`config.mk`:
```
export PLATFORM = sky130hd
export DESIGN_NAME = mtimer_responder
export DESIGN_NICKNAME = d
export VERILOG_FILES = /design/src/rtl/mtimer_pkg.sv /design/src/rtl/mtimer_counter.sv /design/src/rtl/mtimer_responder.sv
export SDC_FILE = /design/constraint.sdc
export NUM_CORES = 1
export LEC_CHECK = 0
export CAP_MARGIN = 10
export CORE_MARGIN = 1.5
export CORE_UTILIZATION = 50
export CTS_CLUSTER_SIZE = 24
export DETAILED_ROUTE_END_ITERATION = 16
export PLACE_DENSITY = 0.69
export SLEW_MARGIN = 20
export SYNTH_ARGS = -nofsm -noshare
export SYNTH_HDL_FRONTEND = slang
export SYNTH_HIERARCHICAL = 1
export SYNTH_SLANG_ARGS = --single-unit
```
`constraint.sdc`:
```
create_clock -name clock -period 2.7 [get_ports clock]
set_clock_uncertainty 0.2 [all_clocks]
set_input_delay 0.675 -clock clock [delete_from_list [all_inputs] [get_ports clock]]
set_output_delay 0.675 -clock clock [all_outputs]
set_load 0.1 [all_outputs]
```
`src/rtl/mtimer_pkg.sv`:
```
// mtimer_pkg
// Shared definitions for the machine-timer responder: register byte offsets,
// ctrl bit positions, the bus FSM state type, the mtimecmp reset value and a
// byte-merge helper used by every byte-masked register write.
package mtimer_pkg;

    // Register byte offsets within the peripheral window
    localparam int MTIME_LO    = 'h00;
    localparam int MTIME_HI    = 'h04;
    localparam int MTIMECMP_LO = 'h08;
    localparam int MTIMECMP_HI = 'h0C;
    localparam int CTRL        = 'h10;

    // ctrl register bit positions
    localparam int CTRL_COUNT_EN = 0;
    localparam int CTRL_IRQ_EN   = 1;

    // mtimecmp starts at the largest value so no interrupt fires before software programs it
    localparam logic [63:0] MTIMECMP_RESET = 64'hFFFF_FFFF_FFFF_FFFF;

    typedef enum logic {
        IDLE = 1'b0,
        WAIT = 1'b1
    } state_t;

    // Replace the bytes of old_val selected by byte_en with the matching bytes of new_val
    function automatic logic [31:0] merge_bytes(input logic [31:0] old_val,
                                                input logic [31:0] new_val,
                                                input logic [3:0]  byte_en);
        logic [31:0] result;
        result = old_val;
        for (int i = 0; i < 4; i++) begin
            if (byte_en[i]) begin
                result[8*i +: 8] = new_val[8*i +: 8];
            end
        end
        return result;
    endfunction

endpackage

```
`src/rtl/mtimer_counter.sv`:
```
// mtimer_counter
// Prescaler plus 64-bit free-running mtime with a byte-masked write port.
// Ports:
//   clock     rising-edge clock
//   reset     asynchronous active-low reset
//   count_en  advance the prescaler (and mtime on prescaler wrap)
//   wr_data   write data for either half of mtime
//   wr_lo_be  byte enables for a write to mtime[31:0]  (0 = no write)
//   wr_hi_be  byte enables for a write to mtime[63:32] (0 = no write)
//   mtime     current 64-bit time value
module mtimer_counter
    import mtimer_pkg::*;
#(
    parameter int PRESCALE = 1
) (
    input  logic        clock,
    input  logic        reset,
    input  logic        count_en,
    input  logic [31:0] wr_data,
    input  logic [3:0]  wr_lo_be,
    input  logic [3:0]  wr_hi_be,
    output logic [63:0] mtime
);

    localparam int PCW = (PRESCALE > 1) ? $clog2(PRESCALE) : 1;

    logic [PCW-1:0] pre_cnt;
    logic           tick;

    assign tick = count_en && (pre_cnt == PCW'(PRESCALE - 1));

    always_ff @(posedge clock or negedge reset) begin
        if (!reset) begin
            pre_cnt <= '0;
        end else if (count_en) begin
            pre_cnt <= tick ? '0 : pre_cnt + 1'b1;
        end
    end

    // A committed write wins over the increment for the whole 64-bit value:
    // written bytes take new data, everything else keeps its pre-increment value.
    always_ff @(posedge clock or negedge reset) begin
        if (!reset) begin
            mtime <= '0;
        end else if ((wr_lo_be != 4'b0) || (wr_hi_be != 4'b0)) begin
            mtime <= {merge_bytes(mtime[63:32], wr_data, wr_hi_be),
                      merge_bytes(mtime[31:0],  wr_data, wr_lo_be)};
        end else if (tick) begin
            mtime <= mtime + 64'd1;
        end
    end

endmodule

```
`src/rtl/mtimer_responder.sv`:
```
// mtimer_responder
// Memory-mapped machine timer responder using the single_port_ram handshake.
// Ports:
//   clock          rising-edge clock
//   reset          asynchronous active-low reset
//   address        byte address (bits [1:0] ignored)
//   write_data     write data
//   output_enable  read request
//   write_enable   write request (wins when both enables are high)
//   chip_select    peripheral selected
//   byte_enable    per-byte write mask
//   read_data      data of the most recent committed read
//   busy           access in progress
//   timer_irq      level machine-timer interrupt
// Optional feature: define MTIMER_SNAPSHOT_EN to make a read of mtime[31:0]
// capture mtime[63:32] into a shadow that later reads of mtime[63:32] return.
module mtimer_responder
    import mtimer_pkg::*;
#(
    parameter int DATA_SIZE   = 32,
    parameter int ADDR_SIZE   = 5,
    parameter int BUSY_CYCLES = 2,
    parameter int PRESCALE    = 1
) (
    input  logic                 clock,
    input  logic                 reset,
    input  logic [ADDR_SIZE-1:0] address,
    input  logic [DATA_SIZE-1:0] write_data,
    input  logic                 output_enable,
    input  logic                 write_enable,
    input  logic                 chip_select,
    input  logic [3:0]           byte_enable,
    output logic [DATA_SIZE-1:0] read_data,
    output logic                 busy,
    output logic                 timer_irq
);

    localparam int WW  = ADDR_SIZE - 2;
    localparam int WCW = (BUSY_CYCLES > 1) ? $clog2(BUSY_CYCLES) : 1;

    localparam logic [WW-1:0] W_MTIME_LO    = WW'(MTIME_LO / 4);
    localparam logic [WW-1:0] W_MTIME_HI    = WW'(MTIME_HI / 4);
    localparam logic [WW-1:0] W_MTIMECMP_LO = WW'(MTIMECMP_LO / 4);
    localparam logic [WW-1:0] W_MTIMECMP_HI = WW'(MTIMECMP_HI / 4);
    localparam logic [WW-1:0] W_CTRL        = WW'(CTRL / 4);

    state_t         state, state_next;
    logic [WCW-1:0] wait_cnt, wait_cnt_next;
    logic           request, commit;

    logic           lat_write;
    logic [WW-1:0]  lat_word;
    logic [31:0]    lat_data;
    logic [3:0]     lat_be;

    logic           acc_write;
    logic [WW-1:0]  acc_word;
    logic [31:0]    acc_data;
    logic [3:0]     acc_be;
    logic           do_write;

    logic [63:0]    mtime, mtimecmp;
    logic [1:0]     ctrl;
    logic [31:0]    rd_value;
    logic [31:0]    mtime_hi_view;
    logic           unused_addr_bits;

    assign unused_addr_bits = ^address[1:0];
    assign request          = chip_select & (output_enable | write_enable);
    assign busy             = (state == WAIT);

    // Bus FSM state and wait counter registers
    always_ff @(posedge clock or negedge reset) begin
        if (!reset) begin
            state    <= IDLE;
            wait_cnt <= '0;
        end else begin
            state    <= state_next;
            wait_cnt <= wait_cnt_next;
        end
    end

    // Capture the request at acceptance so later bus activity cannot disturb it
    always_ff @(posedge clock or negedge reset) begin
        if (!reset) begin
            lat_write <= 1'b0;
            lat_word  <= '0;
            lat_data  <= '0;
            lat_be    <= '0;
        end else if ((state == IDLE) && request) begin
            lat_write <= write_enable;
            lat_word  <= address[ADDR_SIZE-1:2];
            lat_data  <= write_data[31:0];
            lat_be    <= byte_enable;
        end
    end

    // Next-state logic; commit marks the edge where the access takes effect
    always_comb begin
        state_next    = state;
        wait_cnt_next = wait_cnt;
        commit        = 1'b0;
        case (state)
            IDLE: begin
                if (request) begin
                    if (BUSY_CYCLES == 0) begin
                        commit = 1'b1;
                    end else begin
                        state_next    = WAIT;
                        wait_cnt_next = WCW'(BUSY_CYCLES - 1);
                    end
                end
            end
            WAIT: begin
                if (wait_cnt == '0) begin
                    commit     = 1'b1;
                    state_next = IDLE;
                end else begin
                    wait_cnt_next = wait_cnt - 1'b1;
                end
            end
            default: state_next = IDLE;
        endcase
    end

    // With zero busy cycles the access commits at the request edge, so use live inputs
    always_comb begin
        if (BUSY_CYCLES == 0) begin
            acc_write = write_enable;
            acc_word  = address[ADDR_SIZE-1:2];
            acc_data  = write_data[31:0];
            acc_be    = byte_enable;
        end else begin
            acc_write = lat_write;
            acc_word  = lat_word;
            acc_data  = lat_data;
            acc_be    = lat_be;
        end
    end

    assign do_write = commit && acc_write;

    mtimer_counter #(
        .PRESCALE (PRESCALE)
    ) u_counter (
        .clock    (clock),
        .reset    (reset),
        .count_en (ctrl[CTRL_COUNT_EN]),
        .wr_data  (acc_data),
        .wr_lo_be ((do_write && (acc_word == W_MTIME_LO)) ? acc_be : 4'b0),
        .wr_hi_be ((do_write && (acc_word == W_MTIME_HI)) ? acc_be : 4'b0),
        .mtime    (mtime)
    );

    // mtimecmp and ctrl registers; ctrl only has meaningful bits in byte 0
    always_ff @(posedge clock or negedge reset) begin
        if (!reset) begin
            mtimecmp <= MTIMECMP_RESET;
            ctrl     <= '0;
        end else if (do_write) begin
            if (acc_word == W_MTIMECMP_LO) begin
                mtimecmp[31:0] <= merge_bytes(mtimecmp[31:0], acc_data, acc_be);
            end
            if (acc_word == W_MTIMECMP_HI) begin
                mtimecmp[63:32] <= merge_bytes(mtimecmp[63:32], acc_data, acc_be);
            end
            if ((acc_word == W_CTRL) && acc_be[0]) begin
                ctrl <= acc_data[1:0];
            end
        end
    end

    // Interrupt is registered from the current register values
    always_ff @(posedge clock or negedge reset) begin
        if (!reset) begin
            timer_irq <= 1'b0;
        end else begin
            timer_irq <= ctrl[CTRL_IRQ_EN] & (mtime >= mtimecmp);
        end
    end

`ifdef MTIMER_SNAPSHOT_EN
    logic [31:0] mtime_hi_shadow;

    // Reading the low half freezes the high half for a coherent 64-bit read
    always_ff @(posedge clock or negedge reset) begin
        if (!reset) begin
            mtime_hi_shadow <= '0;
        end else if (commit && !acc_write && (acc_word == W_MTIME_LO)) begin
            mtime_hi_shadow <= mtime[63:32];
        end
    end

    assign mtime_hi_view = mtime_hi_shadow;
`else
    assign mtime_hi_view = mtime[63:32];
`endif

    // Read multiplexer; unmapped words read as zero
    always_comb begin
        rd_value = '0;
        case (acc_word)
            W_MTIME_LO:    rd_value = mtime[31:0];
            W_MTIME_HI:    rd_value = mtime_hi_view;
            W_MTIMECMP_LO: rd_value = mtimecmp[31:0];
            W_MTIMECMP_HI: rd_value = mtimecmp[63:32];
            W_CTRL:        rd_value = {30'b0, ctrl};
            default:       rd_value = '0;
        endcase
    end

    // read_data only changes when a read commits
    always_ff @(posedge clock or negedge reset) begin
        if (!reset) begin
            read_data <= '0;
        end else if (commit && !acc_write) begin
            read_data <= DATA_SIZE'(rd_value);
        end
    end

endmodule

```
## Yosys cells after proc, flatten, opt, wreduce, memory -nomap -nowiden

Index checks and enable logic that the tools add are counted.

- Add/sub/neg operators: 3
- $lt $le $gt $ge: 1
- Eq/ne operators: 13
- Mux-type cells: 22
- Bitwise logic cells: 5
- Reduce and logical (&&, ||, !) cells: 30

Operators by type and width:

| operator | count |
|---|---|
| one-hot mux 32 bit (5 select lines) | 1 |
| two-way mux 64 bit | 2 |
| adder 64 x 1 -> 64 bit (second input constant) | 1 |
| greater-or-equal comparator 64 bit | 1 |
| two-way mux 8 bit | 8 |
| AND reduction 3 bit | 8 |
| AND reduction 2 bit | 9 |
| != test 2 x 1 -> 1 bit (second input constant) | 8 |
| two-way mux 4 bit | 2 |
| nonzero test 4 bit | 2 |
| logical AND 1 bit | 7 |
| two-way mux 1 bit | 7 |
| equality test 3 x 2 -> 1 bit (second input constant) | 2 |
| one-hot mux 1 bit (2 select lines) | 2 |
| equality test 3 x 1 -> 1 bit (second input constant) | 1 |
| equality test 3 bit (second input constant) | 1 |
| logical NOT 3 bit | 1 |
| bitwise AND 1 bit | 2 |
| != test 2 bit (second input constant) | 1 |
| inverter 1 bit | 2 |
| nonzero test 2 bit | 1 |
| adder 1 bit (second input constant) | 1 |
| logical NOT 1 bit | 1 |
| logical OR 1 bit | 1 |
| other kinds (2) | 2 |

- Flip-flop bits (word level): 206
- Bits of input ports: 46
- Output and inout port bits: 34
- Word-level logic and storage cells: 100

## Longest topological paths before layout

- Depth after elaboration: 9
- Mapped depth: 13
- Depth with buffers taken out: 10

## By module

Netlist, hierarchy kept.

Modules (own cells, without submodules):

| module | times used | cells an instance | area each (um^2) | sequential area each (um^2) |
|---|---|---|---|---|
| mtimer_responder | 1 | 770 | 7658.6 | 3608.5 |
| mtimer_counter | 1 | 536 | 4296.6 | 1626.6 |

## Least setup slack after synthesis

No wires, ideal clock.

- Kind: reg-to-reg
- From: register state, in the netlist busy
- To: register u_counter.mtime[33]
- Library setup time: 0.137 ns
- Arrival time: 2.919 ns
- Required time: 2.363 ns
- Slack: -0.556 ns
- Cell stages (with the launch flop): 10
- Path buffers: 2
- Period minus slack after synthesis: 3.256 ns
- Cells stage by stage: dfrtp_1 -> and3_1 -> nand2_1 -> nor2_1 -> or4_1 -> nor2_1 -> buf_2 -> clkbuf_1 -> a21oi_1 -> a2bb2oi_1

- Word-level cells in the longest chain between the ends: 8
- Elaborated cells on any way between the ends: 13
- Those cells by class: eq/ne (1); mux (4); reduce/logical (8)

RTL lines:

| what | RTL line | source |
|---|---|---|
| from (decl) | mtimer_responder.sv:47 | `state_t state, state_next;` |
| from (signal assigned) | mtimer_responder.sv:78 | `state <= state_next;` |
| two-way mux 1 bit (*) | mtimer_responder.sv:103 | `case (state)` |
| logical AND 1 bit (*) | mtimer_responder.sv:141 | `assign do_write = commit && acc_write;` |
| logical AND 1 bit, on equally long branches | mtimer_responder.sv:150, mtimer_responder.sv:151 |  |
| two-way mux 4 bit, on equally long branches | mtimer_responder.sv:150, mtimer_responder.sv:151 |  |
| nonzero test 4 bit | mtimer_counter.sv:45 | `end else if ((wr_lo_be != 4'b0) \|\| (wr_hi_be != 4'b0)) begin` |
| logical OR 1 bit | mtimer_counter.sv:45 |  |
| != test 2 x 1 -> 1 bit (no source line) or nonzero test 2 bit (tied branches) | - |  |
| AND reduction 2 bit (no source line) | - |  |
| to (signal assigned) | mtimer_counter.sv:46 | `mtime <= {merge_bytes(mtime[63:32], wr_data, wr_hi_be),` |
| to (signal assigned) | mtimer_counter.sv:49 | `mtime <= mtime + 64'd1;` |
| to (decl) | mtimer_counter.sv:22 | `output logic [63:0] mtime` |

Every way passes the cells marked *; elsewhere a longest branch is shown, timed or not.
A chain may end at the register's enable or synchronous reset.

## Final worst setup path

- From: register state, in the netlist busy
- To: register u_counter.mtime[55]

The elaborated chain is that of the path after synthesis.

==> flow_summary_export.csv <==
group,metric,value,unit
clock_tree,cts_tree,"done",
grt,grt_pass1_vias,10115,
die,rows,56,
power,power.density,1190,nW/um^2
grt,grt_usage,28.25,%
synthesis,synthTopCellsByCount,"189 x nand2_1, 142 x dfrtp_1, 118 x o21ai_0",
timing,grt_setup_unrepaired,"yes",
final_layout,drive_gt1_share,28.15,%
timing,timing.hold.ws,0.2839,ns
timing,slew_viol_final,0,
status,violations,"negative setup slack",
synthesis,synth_seq_area_share,43.79,%
synthesis,dominantRegCellSynth,"dfrtp_1",
timing,layout_min_cycle_time,2.734,ns
placed_design,numPortBuffers,77,
grt,gr-total-overflow,0,
clock_tree,cts_buffers,25,
clock_tree,htreeDepth,1,
route,vias,11017,
setup_path,cp_common_cell,"nand2_4",
clock_tree,cts_sinks,206,
timing,slew_headroom,51.18,%
synthesis,synth_most_common_cell,"nand2_1",
clock_tree,cts.path.max_buffers,3,
clock_tree,path_clk_slew,0.06,ns
synthesis,syn-cell-area,11960,sq um
die,ios,80,
setup_path,end_kind,"register",
route,wirelength,36020,microns
timing,fmax,365.8,MHz
synthesis,yosys-top-cells-area,"dfrtp_1 30%, dfstp_2 14%, ha_1 6.8%",
grt,grt_first_pass_wirelength,54780,microns
timing,setup_ws,-0.03357,ns
synthesis,avgSynthCellArea,9.154,sq um
die,core,23470,sq um
setup_path,arrival,2.99,ns
power,p_leak,6.455,nW
route,dr.pass1.iters,7,
final_layout,layout.nets,1599,
route,first_iter_violations,1150,
placed_design,place_congestion,0.9141,
setup_path,path_max_fanout,5,
route,ant_nets,0,
synthesis,ys_async_sr_fraction,100.0,%
synthesis,syn-num-nets,1417,
placed_design,place_ws,-0.06097,ns
timing,final_hold_viol_count,0,
hold_path,hp-class,"reg2reg",
route,viasPerCell,6.037,
clock_tree,root_buffer,"clkbuf_16",
synthesis,synth.distinct_cells,75,
synthesis,synth_edf_count,0,
synthesis,synth.largest_area_cell,"dfrtp_1",
setup_path,slowest_delay,0.48,ns
route,drc,0,
placed_design,dpl.hpwl,24900,microns
setup_path,crit_buf_inv,1,
setup_path,cp_cell_sequence,"and3_4, nand2_4, nor2_2, nor4_2, buf_4, and3_1, a21o_1, nand2_4, or4_1, nand3_1",
die,fp.dieArea,24850,sq um
power,peakVddDrop,1.002,mV
route,wl_per_cell,19.74,microns
grt,antenna_found_initial,0,
die,die_h,157.6,microns
final_layout,final_cells,1825,
grt,grt_max_degree,53,
timing,period_share,101.2,%
placed_design,dp_cells,1757,
die,start_util,50.93,%
timing,finalSetupViolCount,2,
final_layout,antenna_cells,0,
synthesis,postSynthCellCount,1306,
flow_run,max-cap-violations,0,
setup_path,cp-start-kind,"register",
status,status,"finished, violations left",
synthesis,synth_top_area_share,29.72,%
clock_tree,clock_latency,0.53,ns
synthesis,synth_seq_cells,206,
die,fp.dieW,157.6,microns
synthesis,yosys_warnings,6,
timing,worstMarginPinSlew,0.7314,ns
final_layout,syn_to_final_growth,27.49,%
setup_path,worstPathRequired,2.96,ns
setup_path,timing_worst_setup_path_type,"reg2reg",
setup_path,worst_path_max_delay_cell,"or4_1",
setup_path,cp_top_family,"simple AND/OR/NAND/NOR gates",
[flip-flops by register name (all words and copies together) (netlist names)]
| name | cells |
|---|---|
| mtimecmp | 64 |
| u_counter/mtime | 64 |
| acc_data | 32 |
| read_data | 32 |
| acc_be | 4 |
| acc_word | 3 |
| ctrl | 2 |
| acc_write | 1 |
| busy | 1 |
| timer_irq | 1 |
| u_counter/pre_cnt | 1 |
| wait_cnt | 1 |
[cell usage in the layout (no fill, tap or decap), types with 7 or more instances in the layout]
cell             netlist  layout
o21ai_1               42      45
a2bb2oi_1              8       8
a31oi_1               14      14
dfrtp_1              142     141
dfstp_2               64      64
inv_1                 78      78
nand3_1               36      35
clkdlybuf4s50_1        0      42
and3_1                20      19
nor3_1                20      19
clkbuf_16              0      31
nand4_1               21      21
nand2_1              189     179
and4_1                 9       8
nand2_4                1       7
mux2_2                43      43
ha_1                  65      65
a21oi_1               91      90
a311oi_1               7       7
o22a_1                15      15
o21ai_0              118     115
o22ai_1               23      21
or2_2                  8       8
nor2_1                85      70
buf_12                 0      10
a221oi_2              20      20
buf_4                  4     150
nor2_2                 4      14
a221oi_1              17      17
nor2_4                 4       9
[kinds of logic (layout without fill, tap and decap cells)]
group / Yosys count / in the layout / share of synthesized area [%]
AND/OR/NAND/NOR: 446 / 446 / 18.26
AO/OA/AOI/OAI: 401 / 401 / 21.61
flip-flops: 206 / 206 / 43.79
buffers and inverters: 142 / 342 / 5.233
adder cells (fa/ha/maj): 65 / 65 / 6.803
multiplexers: 46 / 46 / 4.301
[tightest hold or removal path, stage by stage (launching register included)]
cell and delay, ns:
dfrtp_1 0.34, nand2_1 0.05, o21ai_1 0.06
[per-layer routing]
layer / vias up / global-route usage (%) / part of all wire, %
li1: 5129 / - / -
met1: 5294 / 39.63 / 43
met3: 74 / 4.024 / 7.7
met4: 0 / 8.311 / 2.9
met2: 520 / 45.47 / 46
met5: - / 0 / 0
[power breakdown]
part | leakage, nW | internal [W] | switching, W | total, W
Combinational | 3.49 | 0.00324 | 0.00535 | 0.00859
Sequential | 2.51 | 0.00461 | 0.00120 | 0.00581
Clock | 0.458 | 0.00240 | 0.00134 | 0.00374
[worst paths after layout]
path	start	slack, ns	end	cells after the start
max reg2reg	busy	-0.03	u_counter/mtime[55]	10
min	read_data[19]	0.28	read_data[19]	2
max	busy	-0.03	u_counter/mtime[55]	10
max in group asynchronous	reset	1.12	mtimecmp[8]	3
min reg2reg	read_data[19]	0.28	read_data[19]	2
min in group asynchronous	reset	0.46	u_counter/mtime[10]	2
[timing repair]
item	in CTS	in global routing
hold buffers	1	0
buffers inserted	0	15
pin swaps	0	12
hold endpoints to repair	25	0
gates resized for setup	3	51
endpoints found under the setup margin	11	58
cloned	0	7
[final cells by class]
cell class | count | area [sq um]
flip-flops and latches | 206 | 5239
inverters | 79 | 296.5
well taps | 319 | 399.1
multi-input cells | 958 | 6340
clock inverters | 14 | 226.5
fillers | 1937 | 8230
clock buffers | 31 | 698.2
repair buffers | 218 | 2043
[per-stage QoR]
step / util, % / power [W] / TNS, ns / instance area, sq um
after floorplan: - / 0.01094 / -0.01662 / 12070
after global routing: 64.94 / 0.01918 / -0.8690 / 15240
after detailed placement: 58.78 / 0.01377 / -0.1372 / 13800
after global placement: 58.78 / 0.01355 / 0 / 13800
final: 64.94 / 0.01813 / -0.03601 / 15240
after CTS: 62.80 / 0.01758 / -0.05964 / 14740
Note: power is estimated with default switching activity, not from simulation.
